===== src/rtl/oled_frame_streamer.sv =====
`default_nettype none
// +----------------------------------------------------------------------------+
// | oled_frame_streamer: sweeps the SSD1306 frame RAM and streams page-tagged   |
// | bytes to the I2C sender. Optional macro: OLED_STREAM_AUTOLOOP_EN.          |
// | Revision: 1.0                                                              |
// +----------------------------------------------------------------------------+
module oled_frame_streamer #(
    parameter int ADDR_W = 10,
    parameter int COL_W  = 7
) (
    input  logic              clk,
    input  logic              rst_n,
    input  logic              start,
    input  logic              abort,
    output logic [ADDR_W-1:0] read_addr,
    input  logic [7:0]        read_data,
    output logic [7:0]        tx_data,
    output logic              tx_valid,
    input  logic              tx_ready,
    output logic              tx_page_first,
    output logic [2:0]        tx_page,
    output logic              tx_last,
    output logic              busy,
    output logic              done
);

    localparam logic [ADDR_W-1:0] c_last_addr = {ADDR_W{1'b1}};

    typedef enum logic [1:0] {
        S_IDLE   = 2'd0,
        S_FETCH  = 2'd1,
        S_STREAM = 2'd2,
        S_DONE   = 2'd3
    } state_t;

    state_t            r_state;
    logic [ADDR_W-1:0] r_addr;
    logic [ADDR_W-1:0] r_tx_addr;
    logic              r_all_issued;
    logic              r_pend;
    logic [7:0]        r_buf [2];
    logic              r_wptr;
    logic              r_rptr;
    logic [1:0]        r_cnt;
    logic              r_busy;
    logic              r_done;

    logic              w_pop;
    logic              w_active;
    logic [2:0]        w_occ;
    logic              w_issue;
    logic              w_last_pop;

    assign w_pop      = (r_cnt != 2'd0) && tx_ready;
    assign w_active   = (r_state == S_FETCH) || (r_state == S_STREAM);
    assign w_occ      = {1'b0, r_cnt} + {2'b00, r_pend};
    // A read issued now lands next cycle; only issue if that byte is sure to fit.
    assign w_issue    = w_active && !r_all_issued && (w_occ <= (3'd1 + {2'b00, w_pop}));
    assign w_last_pop = w_pop && (r_tx_addr == c_last_addr);

    always_ff @(posedge clk or negedge rst_n) begin
        if (!rst_n) begin
            r_state      <= S_IDLE;
            r_addr       <= '0;
            r_tx_addr    <= '0;
            r_all_issued <= 1'b0;
            r_pend       <= 1'b0;
            r_buf[0]     <= 8'd0;
            r_buf[1]     <= 8'd0;
            r_wptr       <= 1'b0;
            r_rptr       <= 1'b0;
            r_cnt        <= 2'd0;
            r_busy       <= 1'b0;
            r_done       <= 1'b0;
        end else if (abort && (r_state != S_IDLE)) begin
            r_state      <= S_IDLE;
            r_addr       <= '0;
            r_tx_addr    <= '0;
            r_all_issued <= 1'b0;
            r_pend       <= 1'b0;
            r_wptr       <= 1'b0;
            r_rptr       <= 1'b0;
            r_cnt        <= 2'd0;
            r_busy       <= 1'b0;
            r_done       <= 1'b0;
        end else begin
            r_done <= 1'b0;
            case (r_state)
                S_IDLE: begin
                    if (start && !abort) begin
                        r_state      <= S_FETCH;
                        r_busy       <= 1'b1;
                        r_tx_addr    <= '0;
                        r_all_issued <= 1'b0;
                    end
                end
                S_FETCH: r_state <= S_STREAM;
                S_STREAM: begin
                    if (w_last_pop) begin
                        r_done <= 1'b1;
`ifndef OLED_STREAM_AUTOLOOP_EN
                        r_state <= S_DONE;
                        r_busy  <= 1'b0;
`endif
                    end
                end
                S_DONE: r_state <= S_IDLE;
                default: r_state <= S_IDLE;
            endcase

            r_pend <= w_issue;
            if (w_issue) begin
                r_addr <= r_addr + 1'b1;
`ifndef OLED_STREAM_AUTOLOOP_EN
                if (r_addr == c_last_addr)
                    r_all_issued <= 1'b1;
`endif
            end

            if (r_pend) begin
                r_buf[r_wptr] <= read_data;
                r_wptr        <= ~r_wptr;
            end

            // Output address tracks the head byte; it wraps naturally in loop mode.
            if (w_pop) begin
                r_rptr    <= ~r_rptr;
                r_tx_addr <= r_tx_addr + 1'b1;
            end

            r_cnt <= r_cnt + {1'b0, r_pend} - {1'b0, w_pop};
        end
    end

    assign read_addr     = r_addr;
    assign tx_valid      = (r_cnt != 2'd0);
    assign tx_data       = r_buf[r_rptr];
    assign tx_page       = r_tx_addr[ADDR_W-1:COL_W];
    assign tx_page_first = tx_valid && (r_tx_addr[COL_W-1:0] == '0);
    assign tx_last       = tx_valid && (r_tx_addr == c_last_addr);
    assign busy          = r_busy;
    assign done          = r_done;

endmodule
`default_nettype wire


===== config.mk =====
export PLATFORM = sky130hd
export DESIGN_NAME = oled_frame_streamer
export DESIGN_NICKNAME = d
export VERILOG_FILES = /design/src/rtl/oled_frame_streamer.sv
export SDC_FILE = /design/constraint.sdc
export NUM_CORES = 1
export LEC_CHECK = 0
export BUFFER_PORTS_ARGS = -buffer_cell sky130_fd_sc_hd__buf_2
export CAP_MARGIN = 30
export CORE_ASPECT_RATIO = 0.7
export CORE_MARGIN = 2
export CORE_UTILIZATION = 34
export CTS_BUF_LIST = sky130_fd_sc_hd__clkbuf_8 sky130_fd_sc_hd__clkbuf_16
export DETAILED_ROUTE_END_ITERATION = 16
export HOLD_SLACK_MARGIN = 0.06
export PLACE_DENSITY = 0.52
export REMOVE_ABC_BUFFERS = 1
export SLEW_MARGIN = 30
export SYNTH_ARGS = -nofsm -noshare
export SYNTH_HDL_FRONTEND = slang
export SYNTH_SLANG_ARGS = --single-unit

===== constraint.sdc =====
create_clock -name clk -period 2.4 [get_ports clk]
set_input_delay 0.36 -clock clk [delete_from_list [all_inputs] [get_ports clk]]
set_output_delay 0.36 -clock clk [all_outputs]
set_load 0.02 [all_outputs]

==> results.ini, run 1 <==
[worst_setup_path]
worstPathRequired_ps = 2650
cp-end-kind = register
crit_arrival_ps = 2700
crit_chain = o21a_4 > fa_1 > or3b_4 > a21o_4 > buf_6 > or4_1 > nand2_1
crit_type = register to register
critPathMaxStageDelay_ps = 460
path_delay_family = simple AND/OR/NAND/NOR gates
cp_num_buf_inv = 1
slowest_stage = or4_1
start_kind = register
cp_max_fo = 8

[place]
postPlaceCellArea_sq_um = 2870
detailed_place_hpwl_mm = 3.67
gp_congestion = 0.774
io_buffer_count = 38

[synthesis]
synthTopCellsByCount = dfrtp_1, mux2_2, nand2_1
synth_ff_type = dfrtp_1
yosys_warnings = 0
synth_top_area_share_pct = 46.5
synthArstFlopShare_pct = 100
synth_cell_types = 43
syn_avg_cell_area_sq_um = 10.5
synth_edf_count = 0
yosysMostFrequentCell = dfrtp_1
ys_ff_latch = 46
ys_seq_area_share_pct = 46.5
syn_area_sq_um = 2470
synth_top_area_cell = dfrtp_1
synthCells = 235
yosys-top-cells-area = dfrtp_1, mux2_2, ha_1, nand2_1, o31ai_1

[grt]
met2_usage_pct = 22.0
grtUsageTotal_pct = 14.4
grt_pass1_vias = 1886
grt_util_met1_pct = 20.8
antenna_found_initial = 0
grtUsageMet3_pct = 4.02
grt_pass1_wl_mm = 9.10
top_usage_layer = met2
grt_max_degree = 47
overflow = 0

[run_status]
violations = setup timing
status = finished, violations left

[cts]
ctsRootBufferMaster = clkbuf_8
htree_num_levels = 2
clk_latency_ps = 300
cts_inserted_buffers = 5
clkSinkCount = 46
hold_buffers = 0
cts.clk_slew.worst_paths_ps = 100
ctsLongestPathBuffers = 2
cts_tree = done

[finish]
finalInstanceArea_sq_um = 3070
areaGrowthSynthToFinish_pct = 24.2
nFillCells = 671
antenna_cells = 0
drive_gt1_share_pct = 37.7
nNetsFinal = 315

[timing]
worst_slack_ps = -53.6
hold_ws_ps = 139
maxSlewHeadroom_pct = 59.4
hold_viol = 0
rsz0062_at_grt = true
finClkSkew_ps = 13.3
max_freq_ghz = 0.408
period_share_pct = 102
finalMaxSlewViolations = 0
setup_viol = 7
tightest_slew_ps = 609
period_needed_ps = 2450

[floorplan]
ios = 39
row_count = 25
die_h_um = 75.4
core-area_sq_um = 6910
initial_core_util_pct = 35.8
dieWidth_um = 106
die-area_sq_um = 7990

[job]
maxCapViolCount = 0

[drt]
wl_per_cell_um = 13.7
drtIter0Drc = 153
dr.pass1.iters = 5
detail-route-antenna-nets = 0
viasPerCell = 4.98
routed_wl_mm = 5.30
num_vias = 1924
drc = 0

[pwr]
p_leak_nw = 1.38
power_density_nw_per_um2 = 1170
ir_worst_vdd_uv = 581

[min_path]
hp-class = primary input to asynchronous set/reset pin

## report_power, final
| group | leakage (nW) | total, mW | internal, mW | switching, mW |
|---|---|---|---|---|
| registers | 0.596 | 1.20 | 1.01 | 0.185 |
| clock network | 0.0408 | 0.497 | 0.209 | 0.288 |
| logic | 0.744 | 1.89 | 0.931 | 0.963 |
## routing by layer
metal | wire length [um] | part of all wire, % | vias up
met5 | 0 | 0 | -
li1 | - | - | 964
met2 | 2180 | 41 | 46
met3 | 327 | 6.2 | 2
met1 | 2770 | 52 | 912
met4 | 12 | 0.23 | 0
## worst register-to-register path: cells and delay by family, from the launching register on
kind / cells / cell delay, ps
adders and majority gates: 1 / 450
AOI/OAI and AO/OA: 2 / 490
buffers and inverters: 1 / 130
DFF: 1 / 420
and+or+nand+nor: 3 / 920
## logic make-up after synthesis
family / share of synthesized area, %
AND/OR/NAND/NOR: 15.9
AO/OA/AOI/OAI: 13.4
flip-flops: 46.5
buffers and inverters: 4.45
multiplexers: 11.3
adder cells (fa/ha/maj): 5.86
XOR/XNOR: 2.48
## worst paths after layout
path | slack (ps) | from | end | depth (start not counted)
worst max register to register | -50 | r_cnt[1]$_DFF_PN0_ | read_addr[3]$_DFFE_PN0P_ | 7
worst min register to register | 490 | r_all_issued$_DFF_PN0_ | r_all_issued$_DFF_PN0_ | 2
worst min-delay path | 140 | rst_n | read_addr[8]$_DFFE_PN0P_ | 2
min in group clk | 300 | read_data[3] | r_buf[11]$_DFFE_PN0P_ | 2
max in group asynchronous | 1840 | rst_n | r_tx_addr[6]$_DFFE_PN0P_ | 2
worst max-delay path | -50 | r_cnt[1]$_DFF_PN0_ | read_addr[3]$_DFFE_PN0P_ | 7
## cell type report
| cell class | instances | area [sq um] | area share (%) |
|---|---|---|---|
| tap | 94 | 118 | 3.83 |
| clock inverter | 3 | 23.8 | 0.774 |
| clock buffer | 5 | 68.8 | 2.24 |
| timing repair buffer | 59 | 355 | 11.6 |
| sequential | 46 | 1150 | 37.5 |
| inverter | 15 | 58.8 | 1.91 |
| multi-input combinational | 164 | 1300 | 42.2 |
## sequential cells by signal (all words and copies together) (netlist names)
signal        cells
r_rptr            1
r_state           2
r_tx_addr        10
r_buf            16
r_wptr            1
r_all_issued      1
busy              1
read_addr        10
r_pend            1
done              1
r_cnt             2
## layout by cell type (no fill, tap or decap), types with 2 or more instances in the layout
cell type	count
a21oi_2	2
nor2_1	12
o21ai_0	11
xnor2_1	6
nand2_1	19
o211ai_1	2
mux2_2	24
o31ai_1	4
buf_4	19
nor3_1	4
clkbuf_8	5
buf_2	38
nor2b_1	3
a21o_1	2
buf_6	2
nor4_1	3
or3_1	3
and3_1	2
or4_1	7
dfrtp_1	46
nand3_1	9
inv_1	13
clkinvlp_4	2
o31ai_4	3
nand2b_1	3
and4_1	2
ha_1	9
a21oi_1	9
nand4_1	4
## through the flow
step                      setup slack (ps)  total power [mW]  util (%)  instances  setup TNS [ps]
after floorplan                       -149              2.30         -        225            -813
after global placement                -143              2.89      41.5        375            -797
after detailed placement              -168              2.92      41.5        375            -983
after CTS                            -58.1              3.57      43.6        386            -178
after global routing                  -149              3.90      44.5        386           -1020
final                                -53.6              3.59      44.5        386            -113
## repair_timing
| item | CTS | global route |
|---|---|---|
| pin swaps | 19 | 2 |
| setup buffers | 3 | 0 |
| setup endpoints to repair | 8 | 11 |
| gates resized for setup | 11 | 10 |
Power figures use the tool's default switching activity.
==> inputs of run 2 (changes only) <==
--- a/config.mk
+++ b/config.mk
@@ -5,6 +5,7 @@
 export SDC_FILE = /design/constraint.sdc
 export NUM_CORES = 1
 export LEC_CHECK = 0
+export ABC_AREA = 1
 export BUFFER_PORTS_ARGS = -buffer_cell sky130_fd_sc_hd__buf_2
 export CAP_MARGIN = 30
 export CORE_ASPECT_RATIO = 0.7
@@ -12,7 +13,6 @@
 export CORE_UTILIZATION = 34
 export CTS_BUF_LIST = sky130_fd_sc_hd__clkbuf_8 sky130_fd_sc_hd__clkbuf_16
 export DETAILED_ROUTE_END_ITERATION = 16
-export HOLD_SLACK_MARGIN = 0.06
 export PLACE_DENSITY = 0.52
 export REMOVE_ABC_BUFFERS = 1
 export SLEW_MARGIN = 30
==> run 2 against run 1 <==
  * Largest cell class unchanged
  * Die area increased by 4.8%
  * The run now ends clean
  * Flip-flop and latch count unchanged
  * Power decreased by 14%
  * Synthesized area increased by 5.1%
  * Critical path depth increased by 2
  * Worst hold slack got worse by 5.3 ps
  * Clock skew decreased by 2.2 ps
  * Sequential share of layout area increased by 1.6 points
  * Combinational power decreased by 25%
  * Clock power increased by 1%
  * Largest power group unchanged
==> results.ini, run 2 <==
[run_status]
status = finished, final reports clean

[cts]
cts.clk_slew.worst_paths_ps = 90  ; about the same
cts_resized = 0  ; -11
clk_latency_ps = 310  ; about the same
cts_tree = done
hold_buffers = 0  ; unchanged
ctsRootBufferMaster = clkbuf_8
htree_num_levels = 2  ; unchanged
ctsLongestPathBuffers = 2  ; unchanged
cts_inserted_buffers = 5  ; unchanged
clkSinkCount = 46  ; unchanged
postCtsSetupBuffers = 0  ; -3

[worst_setup_path]
slowest_stage = dfrtp_1
worstPathRequired_ps = 2640  ; about the same
critPathMaxStageDelay_ps = 520  ; +60 ps
start_kind = register
crit_chain = ha_1 > inv_1 > fa_1 > inv_1 > nand3_1 > nand2_1 > a21boi_1 > nand4_1 > nand2_1
crit_arrival_ps = 2400  ; -300 ps
cp-end-kind = register
cp_max_fo = 6  ; -2
crit_type = register to register

[drt]
detail-route-antenna-nets = 0  ; unchanged
routed_wl_mm = 5.43  ; +2.5%
drc = 0  ; unchanged
dr.pass1.iters = 4  ; -1
wl_per_cell_um = 11.4  ; -17%
drtIter0Drc = 127  ; -17%
viasPerCell = 4.55  ; -8.7%
num_vias = 2158  ; +12%

[timing]
finClkSkew_ps = 11.0  ; -2.25 ps
finalMaxSlewViolations = 0  ; unchanged
max_freq_ghz = 0.464  ; +14%
hold_ws_ps = 134  ; -5.33 ps
maxSlewHeadroom_pct = 60.0  ; +0.53 points
hold_viol = 0  ; unchanged
tightest_slew_ps = 601  ; -7.96 ps
worst_slack_ps = 244  ; +297 ps
period_share_pct = 89.9  ; -12 points
rsz0062_at_grt = false
period_needed_ps = 2160  ; -297 ps
setup_viol = 0  ; -7
finalSetupTns_ps = 0  ; +113 ps

[floorplan]
row_count = 26  ; +4.0%
die-area_sq_um = 8370  ; +4.8%
ios = 39  ; unchanged
die_h_um = 77.2  ; +2.4%
initial_core_util_pct = 35.4  ; -0.44 points
core-area_sq_um = 7350  ; +6.4%
dieWidth_um = 109  ; +2.4%

[pwr]
power_density_nw_per_um2 = 1050  ; -9.9%
finalPower_mw = 3.10  ; -14%
p_leak_nw = 1.61  ; +16%
ir_worst_vdd_uv = 505  ; -13%

[finish]
drive_gt1_share_pct = 16.2  ; -21 points
utilization_pct = 40.1  ; -4.3 points
nFillCells = 811  ; +21%
final_cells = 474  ; +23%
final_cell_mix = nand2_1, inv_1, dfrtp_1
antenna_cells = 0  ; unchanged
finalInstanceArea_sq_um = 2950  ; -4.0%
areaGrowthSynthToFinish_pct = 13.4
nNetsFinal = 399  ; +27%
regMostFlops = r_buf
largest_reg_flops = 16  ; unchanged
mostFrequentLayoutCell = nand2_1

[grt]
overflow = 0  ; unchanged
grt_max_degree = 47  ; unchanged
grt_pass1_vias = 1995  ; +5.8%
grt_pass1_wl_mm = 9.52  ; +4.5%
antenna_found_initial = 0  ; unchanged
grtUsageTotal_pct = 14.1  ; -0.39 points

[synthesis]
syn_area_sq_um = 2600  ; +5.1%
yosys-top-cells-area = dfrtp_1, nand2_1, inv_1, o21ai_0, ha_1
syn_avg_cell_area_sq_um = 7.72  ; -27%
synth_top_area_cell = dfrtp_1
synthTopCellsByCount = nand2_1, inv_1, dfrtp_1
ys_ff_latch = 46  ; unchanged
synthCells = 337  ; +43%
synth_top_area_share_pct = 44.3  ; -2.2 points
yosys_warnings = 0  ; unchanged
yosysMostFrequentCell = nand2_1
synth_edf_count = 0  ; unchanged
synthArstFlopShare_pct = 100  ; unchanged
synth_ff_type = dfrtp_1
synth_cell_types = 32  ; -26%
ys_seq_area_share_pct = 44.3  ; -2.2 points

[min_path]
hp-class = primary input to asynchronous set/reset pin

[place]
gp_congestion = 0.802  ; +3.6%
dpl.cell_count = 466  ; +24%
detailed_place_hpwl_mm = 3.94  ; +7.4%
io_buffer_count = 38  ; unchanged
preCtsSetupSlack_ps = 243  ; +411 ps
postPlaceCellArea_sq_um = 2860  ; -0.39%

[job]
maxCapViolCount = 0  ; unchanged

==> run 2: changes by cell type after synthesis, moves of 4 or more <==
cell and change:
a21oi_1 -10, or4_1 -7, xnor2_1 -4, nand3_1 +9, nor2_1 +6, inv_1 +33, o31ai_1 -8, mux2_2 -24
nand4_1 +9, nand2_1 +98, o21ai_0 +15, clkbuf_1 -4
==> run 2: worst paths after layout <==
check	endpoint	startpoint	cells after the start	slack, ps
max in group asynchronous	read_addr[8]$_DFFE_PN0P_	rst_n	2	1850
hold / removal	r_state[0]$_DFFE_PN0P_	rst_n	2	130
setup / recovery	read_addr[2]$_DFFE_PN0P_	r_pend$_DFF_PN0_	9	240
setup reg to reg	read_addr[2]$_DFFE_PN0P_	r_pend$_DFF_PN0_	9	240
hold reg to reg	busy$_DFFE_PN0P_	busy$_DFFE_PN0P_	2	480
min in group clk	r_buf[2]$_DFFE_PN0P_	read_data[2]	3	320
==> run 2: area by class of cell <==
type	instances	area (sq um)	share of cell area, %
clock inverters	3	25.0	0.849
multi-input cells	232	1190	40.3
well taps	98	123	4.16
clock buffers	5	68.8	2.33
inverters	51	194	6.58
flip-flops and latches	46	1150	39.0
repair buffers	39	198	6.70
==> run 2: report_power, final <==
part / switching [mW] / total, mW / leakage (nW) / internal [mW]
sequential: 0.190 / 1.19 / 0.608 / 0.996
clock: 0.293 / 0.504 / 0.0447 / 0.211
combinational: 0.931 / 1.41 / 0.955 / 0.480
total: 1.41 / 3.10 / 1.61 / 1.69
==> run 2: routing by layer <==
metal / vias to the layer above / share of wire (%) / global-route usage (%)
met5: - / 0 / 0
met4: 0 / 0.57 / 2.31
met3: 5 / 5.0 / 3.32
met2: 46 / 40 / 20.5
met1: 966 / 55 / 21.3
li1: 1141 / - / -
==> run 2: kinds of logic (layout without fill, tap and decap cells) <==
kind of cell | after synthesis | in the layout | synth area share [%]
buf+inv | 59 | 98 | 9.96
compound gates | 37 | 37 | 7.60
simple gates | 180 | 180 | 31.2
flops | 46 | 46 | 44.3
xor+xnor | 4 | 4 | 1.35
fa+ha+maj | 11 | 11 | 5.58
==> run 2: worst max-delay path: cells and delay by family (launching register included) <==
kind,cells,cell delay (ps)
fa+ha+maj,2,710
flops,1,520
compound gates,1,400
simple gates,4,380
buf+inv,2,100
==> inputs of run 3 (changes only) <==
--- a/config.mk
+++ b/config.mk
@@ -13,8 +13,8 @@
 export CORE_UTILIZATION = 34
 export CTS_BUF_LIST = sky130_fd_sc_hd__clkbuf_8 sky130_fd_sc_hd__clkbuf_16
 export DETAILED_ROUTE_END_ITERATION = 16
-export PLACE_DENSITY = 0.52
-export REMOVE_ABC_BUFFERS = 1
+export GPL_ROUTABILITY_DRIVEN = 0
+export PLACE_DENSITY = 0.5
 export SLEW_MARGIN = 30
 export SYNTH_ARGS = -nofsm -noshare
 export SYNTH_HDL_FRONTEND = slang
==> constraint.sdc (replaced) <==
create_clock -name clk -period 2.01 [get_ports clk]
set_input_delay 0.3015 -clock clk [delete_from_list [all_inputs] [get_ports clk]]
set_output_delay 0.3015 -clock clk [all_outputs]
set_load 0.02 [all_outputs]
==> run 3 against run 2 <==
  * Die area is the same
  * Global-route usage is 0.27 points higher
  * Clock-buffer cell count unchanged
  * Combinational power is 32% higher
  * Core utilization rose by 1.2 points
  * Via count is 1.6% higher
  * Flip-flop and latch count did not move
  * Maximum frequency is 15% higher
  * First-iteration DRC count down 32%
  * Sequential power is 18% higher
  * Register-to-register slack lost 110 ps
  * Critical path type unchanged
  * Highest routed layer unchanged
==> results.ini, run 3 (synthesis results as in run 2) <==
[worst_setup_path]
r2r_start = r_cnt[0]$_DFF_PN0_
crit_arrival_ps = 2090  ; -310 ps
crit_type = register to register
cp_max_fo = 4  ; -2
cp-end-kind = register
worstPathRequired_ps = 2220  ; -420 ps
timing.rr.end = read_addr[0]$_DFFE_PN0P_
start_kind = register
r2r_slack_ps = 130  ; -110 ps
rr_worst_depth = 11  ; +2

[cts]
cts_inserted_buffers = 5  ; unchanged
clkSinkCount = 46  ; unchanged
cts.clk_slew.worst_paths_ps = 100  ; about the same
clk_latency_ps = 300  ; about the same
ctsRootBufferMaster = clkbuf_8
cts_tree = done
ctsLongestPathBuffers = 2  ; unchanged
htree_num_levels = 2  ; unchanged

[grt]
grt_util_met1_pct = 21.6  ; +0.28 points
antenna_found_initial = 0  ; unchanged
grtUsageTotal_pct = 14.3  ; +0.27 points
grt_max_degree = 24  ; -49%
grt_pass1_vias = 2017  ; +1.1%
overflow = 0  ; unchanged
top_usage_layer = met1
grt_pass1_wl_mm = 9.58  ; +0.65%
met2_usage_pct = 21.0  ; +0.50 points
grtUsageMet3_pct = 3.49  ; +0.17 points

[place]
io_buffer_count = 38  ; unchanged
detailed_place_hpwl_mm = 4.07  ; +3.5%

[drt]
viasPerCell = 4.54  ; -0.27%
drc = 0  ; unchanged
detail-route-antenna-nets = 0  ; unchanged
drtIter0Drc = 86  ; -32%
num_vias = 2193  ; +1.6%
routed_wl_mm = 5.52  ; +1.6%
wl_per_cell_um = 11.4  ; -0.25%
dr.pass1.iters = 4  ; unchanged

[timing]
finClkSkew_ps = 11.3  ; +0.235 ps
hold_viol = 0  ; unchanged
rsz0062_at_grt = false
finalSetupTns_ps = 0  ; unchanged
max_freq_ghz = 0.532  ; +15%
maxSlewHeadroom_pct = 65.3  ; +5.4 points
period_needed_ps = 1880  ; -278 ps
tightest_slew_ps = 520  ; -80.6 ps
setup_viol = 0  ; unchanged
finalMaxSlewViolations = 0  ; unchanged
period_share_pct = 93.5  ; +3.6 points

[floorplan]
core-area_sq_um = 7350  ; unchanged
initial_core_util_pct = 35.4  ; unchanged
ios = 39  ; unchanged
die_h_um = 77.2  ; unchanged
die-area_sq_um = 8370  ; unchanged
dieWidth_um = 109  ; unchanged
row_count = 26  ; unchanged

[finish]
mostFrequentLayoutCell = nand2_1
drive_gt1_share_pct = 19.0  ; +2.7 points
largest_reg_flops = 16  ; unchanged
utilization_pct = 41.4  ; +1.2 points
nNetsFinal = 408  ; +2.3%
nFillCells = 804  ; -0.86%
antenna_cells = 0  ; unchanged
final_cell_mix = nand2_1, inv_1, dfrtp_1
regMostFlops = r_buf
areaGrowthSynthToFinish_pct = 16.9

[job]
maxCapViolCount = 0  ; unchanged

[pwr]
ir_worst_vdd_uv = 628  ; +24%
power_density_nw_per_um2 = 1260  ; +20%
p_leak_nw = 1.65  ; +2.9%

[min_path]
min_path_cells = 3
hold_end = r_buf[15]$_DFFE_PN0P_
hp-class = primary input to register
hold_path.startpoint = read_data[7]

[run_status]
status = finished, final reports clean

[synthesis]
synth.net_count = 361

run 3: metrics by stage:
stage          hold WS (ps)  setup slack [ps]  power [mW]  cell area (sq um)  cells
2_1_floorplan          5.91               169        2.68               2600    337
3_3_place_gp            317               111        3.19               2900    472
3_5_place_dp            321              65.4        3.20               2900    472
4_1_cts                 248              47.7        3.81               3000    481
5_1_grt                 260              1.60        4.20               3040    483
6_report                257               131        3.84               3040    483
run 3: worst max path at each step:
stage,from,to,slack (ps)
after global placement,r_cnt[0]$_DFF_PN0_,read_addr[4]$_DFFE_PN0P_,110
after global routing,r_cnt[0]$_DFF_PN0_,read_addr[0]$_DFFE_PN0P_,2
after CTS,r_cnt[0]$_DFF_PN0_,read_addr[0]$_DFFE_PN0P_,50
after floorplan,r_pend$_DFF_PN0_,read_addr[2]$_DFFE_PN0P_,170
final,r_cnt[0]$_DFF_PN0_,read_addr[0]$_DFFE_PN0P_,130
after detailed placement,r_cnt[0]$_DFF_PN0_,read_addr[4]$_DFFE_PN0P_,70
run 3: routing by layer:
| layer | up-vias | share of wire, % |
|---|---|---|
| li1 | 1158 | - |
| met1 | 988 | 53 |
| met2 | 43 | 41 |
| met3 | 4 | 5.0 |
| met4 | 0 | 0.42 |
| met5 | - | 0 |
run 3: report_power, final:
group | total [mW] | switching, mW | internal [mW]
clock | 0.576 | 0.331 | 0.245
sequential | 1.40 | 0.209 | 1.19
combinational | 1.86 | 1.19 | 0.665
run 3: worst max-delay path, cell delays in order, from the launching register on:
cell and delay (ps):
dfrtp_1 430, nor2_4 160, nor2_4 60, fa_1 500
inv_1 50, nand3_1 60, nand2_1 70, nand2_1 80
nand2_2 90, nor2_2 160, nand2_1 60, o21ai_0 80
run 3: final cells by class:
type | count | area (sq um) | area share, %
flip-flops and latches | 46 | 1150 | 37.9
multi-input cells | 232 | 1210 | 39.7
clock buffers | 5 | 68.8 | 2.26
well taps | 98 | 123 | 4.03
inverters | 51 | 201 | 6.63
repair buffers | 48 | 268 | 8.81
clock inverters | 3 | 21.3 | 0.700
run 3: what timing repair did:
action | in CTS | in global routing
gates resized for setup | 0 | 8
setup endpoints to repair | 0 | 11
endpoints found under the hold margin | 21 | 0
buffers inserted | 0 | 2
hold buffers | 1 | 0
